[config.mk]
export PLATFORM = sky130hd
export DESIGN_NAME = key_digit_buffer
export DESIGN_NICKNAME = d
export VERILOG_FILES = /design/src/rtl/key_digit_buffer.sv
export SDC_FILE = /design/constraint.sdc
export NUM_CORES = 1
export LEC_CHECK = 0
export CAP_MARGIN = 10
export CELL_PAD_IN_SITES_DETAIL_PLACEMENT = 1
export CELL_PAD_IN_SITES_GLOBAL_PLACEMENT = 1
export CORE_MARGIN = 3
export CORE_UTILIZATION = 25
export DETAILED_ROUTE_END_ITERATION = 12
export PLACE_DENSITY_LB_ADDON = 0.1
export REMOVE_ABC_BUFFERS = 1
export SYNTH_ARGS = -nofsm -noshare
export SYNTH_HDL_FRONTEND = slang
export SYNTH_SLANG_ARGS = --single-unit
[constraint.sdc]
create_clock -name clk -period 4.7 [get_ports clk]
set_input_delay 0.705 -clock clk [delete_from_list [all_inputs] [get_ports clk]]
set_output_delay 0.705 -clock clk [all_outputs]
set_load 0.1 [all_outputs]
[src/rtl/key_digit_buffer.sv]
// key_digit_buffer: keypad BCD entry buffer with clear, backspace and serial digit sum on enter
module key_digit_buffer #(
  parameter int DIGITS = 6,
  parameter int CNT_W = 3,
  parameter int SUM_W = 8,
  parameter logic [3:0] KEY_CLR = 4'hA,
  parameter logic [3:0] KEY_BS = 4'hB,
  parameter logic [3:0] KEY_ENT = 4'hE
) (
  input  logic                  clk,
  input  logic                  rst,
  input  logic                  press,
  input  logic [3:0]            scan_code,
  output logic [4*DIGITS-1:0]   key_buf_code,
  output logic [CNT_W-1:0]      digit_cnt,
  output logic                  full,
  output logic                  busy,
  output logic [SUM_W-1:0]      sum,
  output logic                  sum_valid,
  output logic                  err
);
  typedef enum logic [1:0] {IDLE, SUM, DONE} state_t;
  state_t r_state;
  logic r_press_d, r_sv, r_err;
  logic [4*DIGITS-1:0] r_buf;
  logic [CNT_W-1:0] r_cnt, r_idx;
  logic [SUM_W-1:0] r_acc, r_sum;
  logic w_ev, w_full;
  logic [3:0] w_nib;
  assign w_ev = press & ~r_press_d;
  assign w_full = r_cnt == CNT_W'(DIGITS);
  assign w_nib = r_buf[4*r_idx +: 4];
  always_ff @(posedge clk or posedge rst) begin
    if (rst) begin
      r_state <= IDLE;
      r_press_d <= 1'b0;
      r_sv <= 1'b0;
      r_err <= 1'b0;
      r_buf <= '0;
      r_cnt <= '0;
      r_idx <= '0;
      r_acc <= '0;
      r_sum <= '0;
    end else begin
      r_press_d <= press;
      r_sv <= 1'b0;
      r_err <= 1'b0;
      case (r_state)
        IDLE: if (w_ev) begin
          if (scan_code <= 4'd9) begin
            if (w_full) r_err <= 1'b1;
            else begin
              r_buf <= {r_buf[4*DIGITS-5:0], scan_code};
              r_cnt <= r_cnt + CNT_W'(1);
            end
          end else if (scan_code == KEY_BS) begin
            if (r_cnt != '0) begin
              r_buf <= {4'h0, r_buf[4*DIGITS-1:4]};
              r_cnt <= r_cnt - CNT_W'(1);
            end
          end else if (scan_code == KEY_CLR) begin
            r_buf <= '0;
            r_cnt <= '0;
            r_sum <= '0;
          end else if (scan_code == KEY_ENT) begin
            r_acc <= '0;
            r_idx <= '0;
            r_state <= (r_cnt != '0) ? SUM : DONE;
          end
        end
        SUM: begin
          r_acc <= r_acc + SUM_W'(w_nib);
          r_idx <= r_idx + CNT_W'(1);
          if (r_idx == r_cnt - CNT_W'(1)) r_state <= DONE;
        end
        DONE: begin
          r_sum <= r_acc;
          r_sv <= 1'b1;
          r_state <= IDLE;
        end
        default: r_state <= IDLE;
      endcase
    end
  end
  assign key_buf_code = r_buf;
  assign digit_cnt = r_cnt;
  assign full = w_full;
  assign busy = r_state != IDLE;
  assign sum = r_sum;
  assign sum_valid = r_sv;
  assign err = r_err;
endmodule

* Word-level counts from Yosys, hierarchy flattened
Cells that the tools add are included.
Storage, ports and cells: bits in registers 51, output and inout bits 39, logic and storage cells 83
Cells by class: $add $sub $neg 4, order comparisons 1, eq/ne operators 16, shift-type cells 1, mux-type cells 40, bitwise operators 2, reduce and logical (&&, ||, !) cells 10
Operators by type and width (number):
- 2-to-1 mux 24 bit | 5
- 2-to-1 mux 8 bit | 9
- case mux 8 bit (2 select lines) | 2
- 2-to-1 mux 3 bit | 10
- indexed part select 24 x 6 -> 4 bit | 1
- inequality test 2 bit, second input constant | 8
- 2-to-1 mux 2 bit | 7
- equality test 4 bit, second input constant | 3
- AND reduction 6 bit | 2
- AND reduction 5 bit | 2
- adder 8 x 4 -> 8 bit | 1
- adder 3 x 1 -> 3 bit, second input constant | 2
- case mux 3 bit (2 select lines) | 1
- nonzero test 2 bit | 3
- nonzero test 3 bit | 2
- 2-to-1 mux 1 bit | 5
- <= comparator 4 bit, second input constant | 1
- case mux 2 bit (2 select lines) | 1
- equality test 3 bit | 1
- equality test 3 bit, second input constant | 1
- inequality test 3 x 2 -> 1 bit, second input constant | 1
- subtractor 3 x 1 -> 3 bit, second input constant | 1
- equality test 2 x 1 -> 1 bit, second input constant | 1
- equality test 2 bit, second input constant | 1
- other kinds (3) | 3

* Depth between registers and ports, before layout
Gate-level depths: netlist of the first run.
depth after elaboration 8, gate-level depth with buffers 10, depth with buffers taken out 9

* Worst setup path after synthesis of the first run
No wires, ideal clock.
path type register to register, start point reg r_buf[4], in the netlist key_buf_code[4], end point reg r_acc[6], library setup time 80 ps, arrival 2679 ps, required time 4620 ps, setup slack 1941 ps, cell stages (with the launch flop) 10, buffers on the path 0, clock period less this slack 2759 ps, cell sequence dfrtp_1 > mux4_2 > inv_1 > o22ai_1 > ha_1 > fa_1 > a21o_1 > a21oi_1 > or4_1 > a21oi_1
Between the ends: longest elaborated chain between the ends 3
Ends and longest elaborated chain:
- start: declaration | line 25 | logic [4*DIGITS-1:0] r_buf;
- start signal: assignment | line 53 | r_buf <= {r_buf[4*DIGITS-5:0], scan_code};
- start signal: assignment | line 58 | r_buf <= {4'h0, r_buf[4*DIGITS-1:4]};
- indexed part select 24 x 6 -> 4 bit | line 32 | assign w_nib = r_buf[4*r_idx +: 4];
- adder 8 x 4 -> 8 bit | line 72 | r_acc <= r_acc + SUM_W'(w_nib);
- case mux 8 bit (2 select lines) | line 48 | case (r_state)
- end signal: assignment | line 72
- end: declaration | line 27 | logic [SUM_W-1:0] r_acc, r_sum;
Every way passes these cells. A chain may end at the register's enable or synchronous reset.

* Worst setup path after layout of the first run
start point reg r_cnt[0], in the netlist digit_cnt[0], end point out full
Between the ends: longest elaborated chain between the ends 1
Ends and longest elaborated chain:
- start: declaration | line 26 | logic [CNT_W-1:0] r_cnt, r_idx;
- start signal: assignment | line 54 | r_cnt <= r_cnt + CNT_W'(1);
- start signal: assignment | line 59 | r_cnt <= r_cnt - CNT_W'(1);
- equality test 3 bit | line 31 | assign w_full = r_cnt == CNT_W'(DIGITS);
- end: declaration | line 16 | output logic full,
Every way passes these cells.

==> impl_metrics.env, run 1 <==
export IMPL_maxSlewHeadroom_pct=34.5
export IMPL_setup_viol=0
export IMPL_numPlacedInstances=420
export IMPL_crit_path_end_kind="output port"
export IMPL_clkTransAtPathRegs_ns=0.10
export IMPL_die_area_um2=12200
export IMPL_yosysTopAreaCell="dfrtp_1"
export IMPL_synth_area_leaders="dfrtp_1 (47%), mux2_2 (7.4%), a22o_1 (7.1%), ha_1 (4.1%), o21ai_0 (3.7%)"
export IMPL_ys_ff_latch=51
export IMPL_syn_avg_cell_area_um2=10.9
export IMPL_cts_made_buffers=5
export IMPL_cts_resized=0
export IMPL_overflow=0
export IMPL_synthMuxAreaShare_pct=12.9
export IMPL_tightest_slew_ns=0.979
export IMPL_port_buffers=45
export IMPL_grt_antenna_before_repair=0
export IMPL_min_from="sum[2]"
export IMPL_ys_seq_area_share_pct=46.8
export IMPL_vias_per_cell=4.90
export IMPL_post_place_ws_ns=1.52
export IMPL_rsz0062_at_grt="false"
export IMPL_netlist_area_leader_share_pct=46.8
export IMPL_post_dp_hpwl_mm=5.35
export IMPL_yosys_area_share_simple_pct=9.04
export IMPL_path_class="register to output port"
export IMPL_synth_compound_area_share_pct=19.8
export IMPL_yosysWarnings=0
export IMPL_post_cts_buffers=0
export IMPL_rows=37
export IMPL_rr_worst_depth=9
export IMPL_syn_area_um2=2730
export IMPL_r2r_slack_ns=1.70
export IMPL_ant_nets=0
export IMPL_grt_total_usage_pct=12.8
export IMPL_whs_endpoint="sum[2]"
export IMPL_cts_root_buf="clkbuf_8"
export IMPL_hold_violations=0
export IMPL_grt_pass1_wl_mm=12.8
export IMPL_cts_tree="yes"
export IMPL_gp_congestion=0.729
export IMPL_fin_crit_ns=3.05
export IMPL_first_pass_iters=4
export IMPL_min_delay_path_class="register to register"
export IMPL_diodes=0
export IMPL_core_area_um2=10500
export IMPL_wirelength_mm=7.61
export IMPL_final_cell_area_um2=3430
export IMPL_grt_max_degree=52
export IMPL_holdPathStages=1
export IMPL_ctsLongestPathBuffers=2
export IMPL_cap_violations=0
export IMPL_final_layout_size_suffix_gt1_share_pct=13.0
export IMPL_ctsHoldBuffers=0
export IMPL_ios=46
export IMPL_route_detailed_wl_per_inst_um=17.8
export IMPL_synthCells=249
export IMPL_synth_top_family_by_area="compound AO/OA/AOI/OAI gates"
export IMPL_clkSinkCount=51
export IMPL_fin_crit_sh_pct=64.9
export IMPL_syn_to_final_growth_pct=25.8
export IMPL_route_detailed_drc=0
export IMPL_reg2reg_to="r_acc[6]"
export IMPL_synthAdderAreaFrac_pct=4.87
export IMPL_outcome="completed"
export IMPL_crit_path_start="digit_cnt[0]"
export IMPL_grt_pass1_vias=2298
export IMPL_setup_tns_final_ns=0
export IMPL_synth_xor_area_share_pct=2.11
export IMPL_drv_slew=0
export IMPL_drt_iter0_drc=87
export IMPL_htreeDepth=2
export IMPL_n_fill_cell=1184
export IMPL_vias=2096
export IMPL_placed_area_um2=3320
export IMPL_crit_fanout=5
export IMPL_cp_arrival_ns=2.35
export IMPL_stdcell_count=428
export IMPL_die_height_um=110
export IMPL_critPathLaunchType="register"
export IMPL_max_freq_mhz=328
export IMPL_reg2reg_from="r_idx[0]"
export IMPL_synth_ff_type="dfrtp_1"
export IMPL_worstSkewPairLatency_ns=0.31
export IMPL_synth_edf_count=0
export IMPL_fin_nets=308
export IMPL_fin_ws_ns=1.65
export IMPL_fin_skew_ns=0.0150
export IMPL_cp_required_ns=3.99
export IMPL_start_util_pct=26.0
export IMPL_synth_async_reset_ratio_pct=100
export IMPL_synth_cell_types=43
export IMPL_die_x_um=110
## synthesized netlist by cell type (2+ instances only)
cell type / number
o22ai_1: 6
o31ai_1: 7
a22o_1: 22
and3_1: 2
xor2_1: 3
buf_2: 2
nor2b_1: 2
or4_1: 2
clkbuf_1: 9
nand2_1: 26
dfrtp_1: 51
o21ai_0: 20
inv_1: 15
nand2b_1: 3
nor2_1: 3
mux2_2: 18
mux4_2: 4
buf_1: 2
or3_1: 3
a22oi_1: 2
a21oi_1: 9
mux2i_1: 6
ha_1: 9
a21o_1: 3
o21a_1: 2
## registers in the layout, summed over array words and instances (netlist names)
name          count
sum_valid         1
key_buf_code     24
r_acc             8
r_press_d         1
digit_cnt         3
sum               8
err               1
r_state           2
r_idx             3
## worst max path at each step
| stage | slack, ns | depth (start not counted) | end |
|---|---|---|---|
| after global routing | 1.45 | 9 | r_acc[4] |
| after CTS | 1.61 | 5 | full |
| after detailed placement | 1.52 | 7 | key_buf_code[15] |
| after global placement | 1.54 | 7 | digit_cnt[1] |
| final | 1.65 | 5 | full |
| after floorplan | 1.25 | 6 | digit_cnt[1] |
## stage by stage
step	utilization, %	hold WS [ns]
final	32.8	0.504
after global routing	32.8	0.543
after CTS	32.8	0.513
after detailed placement	31.7	0.485
after global placement	31.7	0.483
after floorplan	-	0.478
## cell type report
cell class / count / area, µm² / share of cell area, %
Clock buffer: 5 / 68.8 / 2.01
Clock inverter: 3 / 43.8 / 1.28
Inverter: 15 / 56.3 / 1.64
Multi-Input combinational cell: 169 / 1330 / 38.9
Sequential cell: 51 / 1280 / 37.2
Tap cell: 136 / 170 / 4.96
Timing Repair Buffer: 49 / 480 / 14.0
## kinds of logic (layout without fill, tap and decap cells)
kind of cell    Yosys count  after routing
compound gates           78             78
xor+xnor                  5              5
fa+ha+maj                10             10
buf+inv                  29             72
flops                    51             51
mux                      28             28
simple gates             48             48
## cell usage in the layout (no fill, tap or decap), types with 5 or more instances in the layout
| cell | instances |
|---|---|
| a21oi_1 | 9 |
| o31ai_1 | 7 |
| inv_1 | 14 |
| mux2i_1 | 6 |
| o21ai_0 | 19 |
| o22ai_1 | 6 |
| mux2_2 | 18 |
| ha_1 | 9 |
| clkdlybuf4s50_1 | 45 |
| dfrtp_1 | 51 |
| a22o_1 | 22 |
| clkbuf_8 | 5 |
| nand2_1 | 26 |
## worst max-delay path: stages, from the launching register on
cell and delay [ns]:
dfrtp_1 0.44, inv_1 0.15, ha_1 0.16, nand2_1 0.07
inv_1 0.09, clkdlybuf4s50_1 1.13
## layer usage
metal | vias up | GRT usage (%) | share of wire (%)
met2 | 30 | 21.0 | 49
li1 | 999 | - | -
met5 | - | 0 | 0
met1 | 1062 | 17.7 | 48
met3 | 5 | 2.08 | 2.2
met4 | 0 | 2.96 | 0.78
Power of run 1 is not shown: default switching activity piles up to over one toggle a cycle in this logic, so the estimate is an artifact.
==> run 2: changes to the inputs <==
==> constraint.sdc (replaced) <==
create_clock -name clk -period 2.95 [get_ports clk]
set_input_delay 0.4425 -clock clk [delete_from_list [all_inputs] [get_ports clk]]
set_output_delay 0.4425 -clock clk [all_outputs]
set_load 0.1 [all_outputs]
==> run 2 against run 1 <==
Net effect:
- non-clock buffer count up 5
- global-route usage up 0.082 points
- clock skew down 0.0082 ns
- first-iteration DRC count down 11%
- hold slack worse by 0.0095 ns
- flip-flop and latch count unchanged
- via count up 2.3%
- count of clock-buffer cells in the layout unchanged
- die area unchanged
- final cell count up 0.93%
- critical path depth up 4
- sequential share of layout area up 0.45 points
- critical endpoint is now r_acc[7]
- largest cell class unchanged
- highest routed layer unchanged
==> impl_metrics.env, run 2 (synthesis gave the netlist of run 1 again) <==
export IMPL_outcome="completed"
export IMPL_core_area_um2=10500
export IMPL_ctsLongestPathBuffers=2
export IMPL_regArea_um2=1280
export IMPL_tightest_slew_ns=0.647
export IMPL_vias_per_cell=4.97
export IMPL_hold_slack_ns=0.494
export IMPL_route_detailed_wl_per_inst_um=17.8
export IMPL_rows=37
export IMPL_crit_path_end_kind="register"
export IMPL_path_class="register to register"
export IMPL_path_cells="buf_4 > mux4_2 > inv_1 > o22ai_1 > ha_1 > and3_1 > a22oi_1 > or4_1 > a21oi_1"
export IMPL_drt_iter0_drc=77
export IMPL_gp_congestion=0.766
export IMPL_rsz0062_at_grt="false"
export IMPL_grt_pass1_vias=2280
export IMPL_cts_resized=0
export IMPL_clkTransAtPathRegs_ns=0.10
export IMPL_final_layout_size_suffix_gt1_share_pct=27.4
export IMPL_first_pass_iters=4
export IMPL_die_area_um2=12200
export IMPL_drv_slew=0
export IMPL_grt_use_met3_pct=2.36
export IMPL_min_delay_path_class="input pin to asynchronous set/reset pin"
export IMPL_critical_path_slowest_cell="dfrtp_1"
export IMPL_cap_violations=0
export IMPL_diodes=0
export IMPL_fin_skew_ns=0.00677
export IMPL_cts_tree="yes"
export IMPL_grt_pass1_wl_mm=13.0
export IMPL_die_x_um=110
export IMPL_die_height_um=110
export IMPL_hold_violations=0
export IMPL_grt_max_degree=29
export IMPL_route_detailed_drc=0
export IMPL_r2r_slack_ns=0.28
export IMPL_worstSkewPairLatency_ns=0.30
export IMPL_cts_root_buf="clkbuf_8"
export IMPL_grt_antenna_before_repair=0
export IMPL_post_cts_buffers=0
export IMPL_clkSinkCount=51
export IMPL_critPathLaunchType="register"
export IMPL_max_freq_mhz=374
export IMPL_cp_slowest_stage_delay_ns=0.49
export IMPL_layout_commonest_cell="dfrtp_1"
export IMPL_ant_nets=0
export IMPL_cp_arrival_ns=2.91
export IMPL_overflow=0
export IMPL_ios=46
export IMPL_use_met2_pct=21.4
export IMPL_post_dp_hpwl_mm=5.74
export IMPL_grt_total_usage_pct=12.9
export IMPL_vias=2145
export IMPL_multiInputGateArea_um2=1330
export IMPL_n_fill_cell=1221
export IMPL_maxSlewHeadroom_pct=56.8
export IMPL_mostFrequentLayoutCells="dfrtp_1 (51), buf_4 (46), nand2_1 (26), a22o_1 (22), o21ai_0 (19)"
export IMPL_cp_required_ns=3.18
export IMPL_largest_reg_flops=24
export IMPL_port_buffers=45
export IMPL_setup_viol=0
export IMPL_wirelength_mm=7.68
export IMPL_grtUsageMet1_pct=17.6
export IMPL_top_usage_layer="met2"
export IMPL_fin_nets=313
export IMPL_fin_crit_ns=2.67
export IMPL_syn_to_final_growth_pct=24.3
export IMPL_cts_made_buffers=5
export IMPL_start_util_pct=26.0
export IMPL_crit_fanout=5
export IMPL_ctsHoldBuffers=0
export IMPL_htreeDepth=2
export IMPL_fin_crit_sh_pct=90.6
run 2: layout make-up:
cell class	instances	share of cell area [%]
clock buffer	5	2.03
sequential	51	37.7
inverter	15	1.66
tap	136	5.02
multi-input combinational	169	39.3
timing repair buffer	54	13.2
clock inverter	2	1.11
run 2: stage by stage:
stage	util [%]	cell area [µm²]	worst slack [ns]	TNS (ns)	instances
6_report	32.4	3390	0.278	0	432
4_1_cts	32.4	3390	0.237	0	432
5_1_grt	32.4	3390	0.0329	0	432
3_3_place_gp	31.4	3280	0.328	0	425
2_1_floorplan	-	2660	-0.497	-10.02	235
3_5_place_dp	31.4	3280	0.274	0	425
run 2: critical path: cells and delay by family, from the launching register on:
| family | cells | cell delay, ns |
|---|---|---|
| buf+inv | 2 | 0.26 |
| flops | 1 | 0.49 |
| fa+ha+maj | 1 | 0.36 |
| compound gates | 3 | 0.35 |
| mux | 1 | 0.49 |
| simple gates | 2 | 0.65 |
run 2: worst paths after layout:
| kind | start | cells after the start | endpoint |
|---|---|---|---|
| worst max-delay path | r_idx[0] | 9 | r_acc[7] |
| worst min-delay path | rst | 2 | digit_cnt[2] |
| worst max register to register | r_idx[0] | 9 | r_acc[7] |
| worst min register to register | sum[3] | 1 | sum[3] |
| max in group asynchronous | rst | 3 | key_buf_code[5] |
| min in group clk | sum[3] | 1 | sum[3] |
run 2: routing by layer:
metal | vias up | wire (µm)
met3 | 2 | 180
met5 | - | 0
met4 | 0 | 30
met2 | 30 | 3720
met1 | 1095 | 3740
li1 | 1018 | -
Power of run 2 is left out for the same reason.
==> run 3: changes to the inputs <==
--- a/config.mk
+++ b/config.mk
@@ -13,6 +13,7 @@
 export DETAILED_ROUTE_END_ITERATION = 12
 export PLACE_DENSITY_LB_ADDON = 0.1
 export REMOVE_ABC_BUFFERS = 1
+export SKIP_LAST_GASP = 1
 export SYNTH_ARGS = -nofsm -noshare
 export SYNTH_HDL_FRONTEND = slang
 export SYNTH_SLANG_ARGS = --single-unit
==> results of run 3 <==
Final layout, timing and power as in run 2 (identical DEF).
Power of run 3 is left out for the same reason.
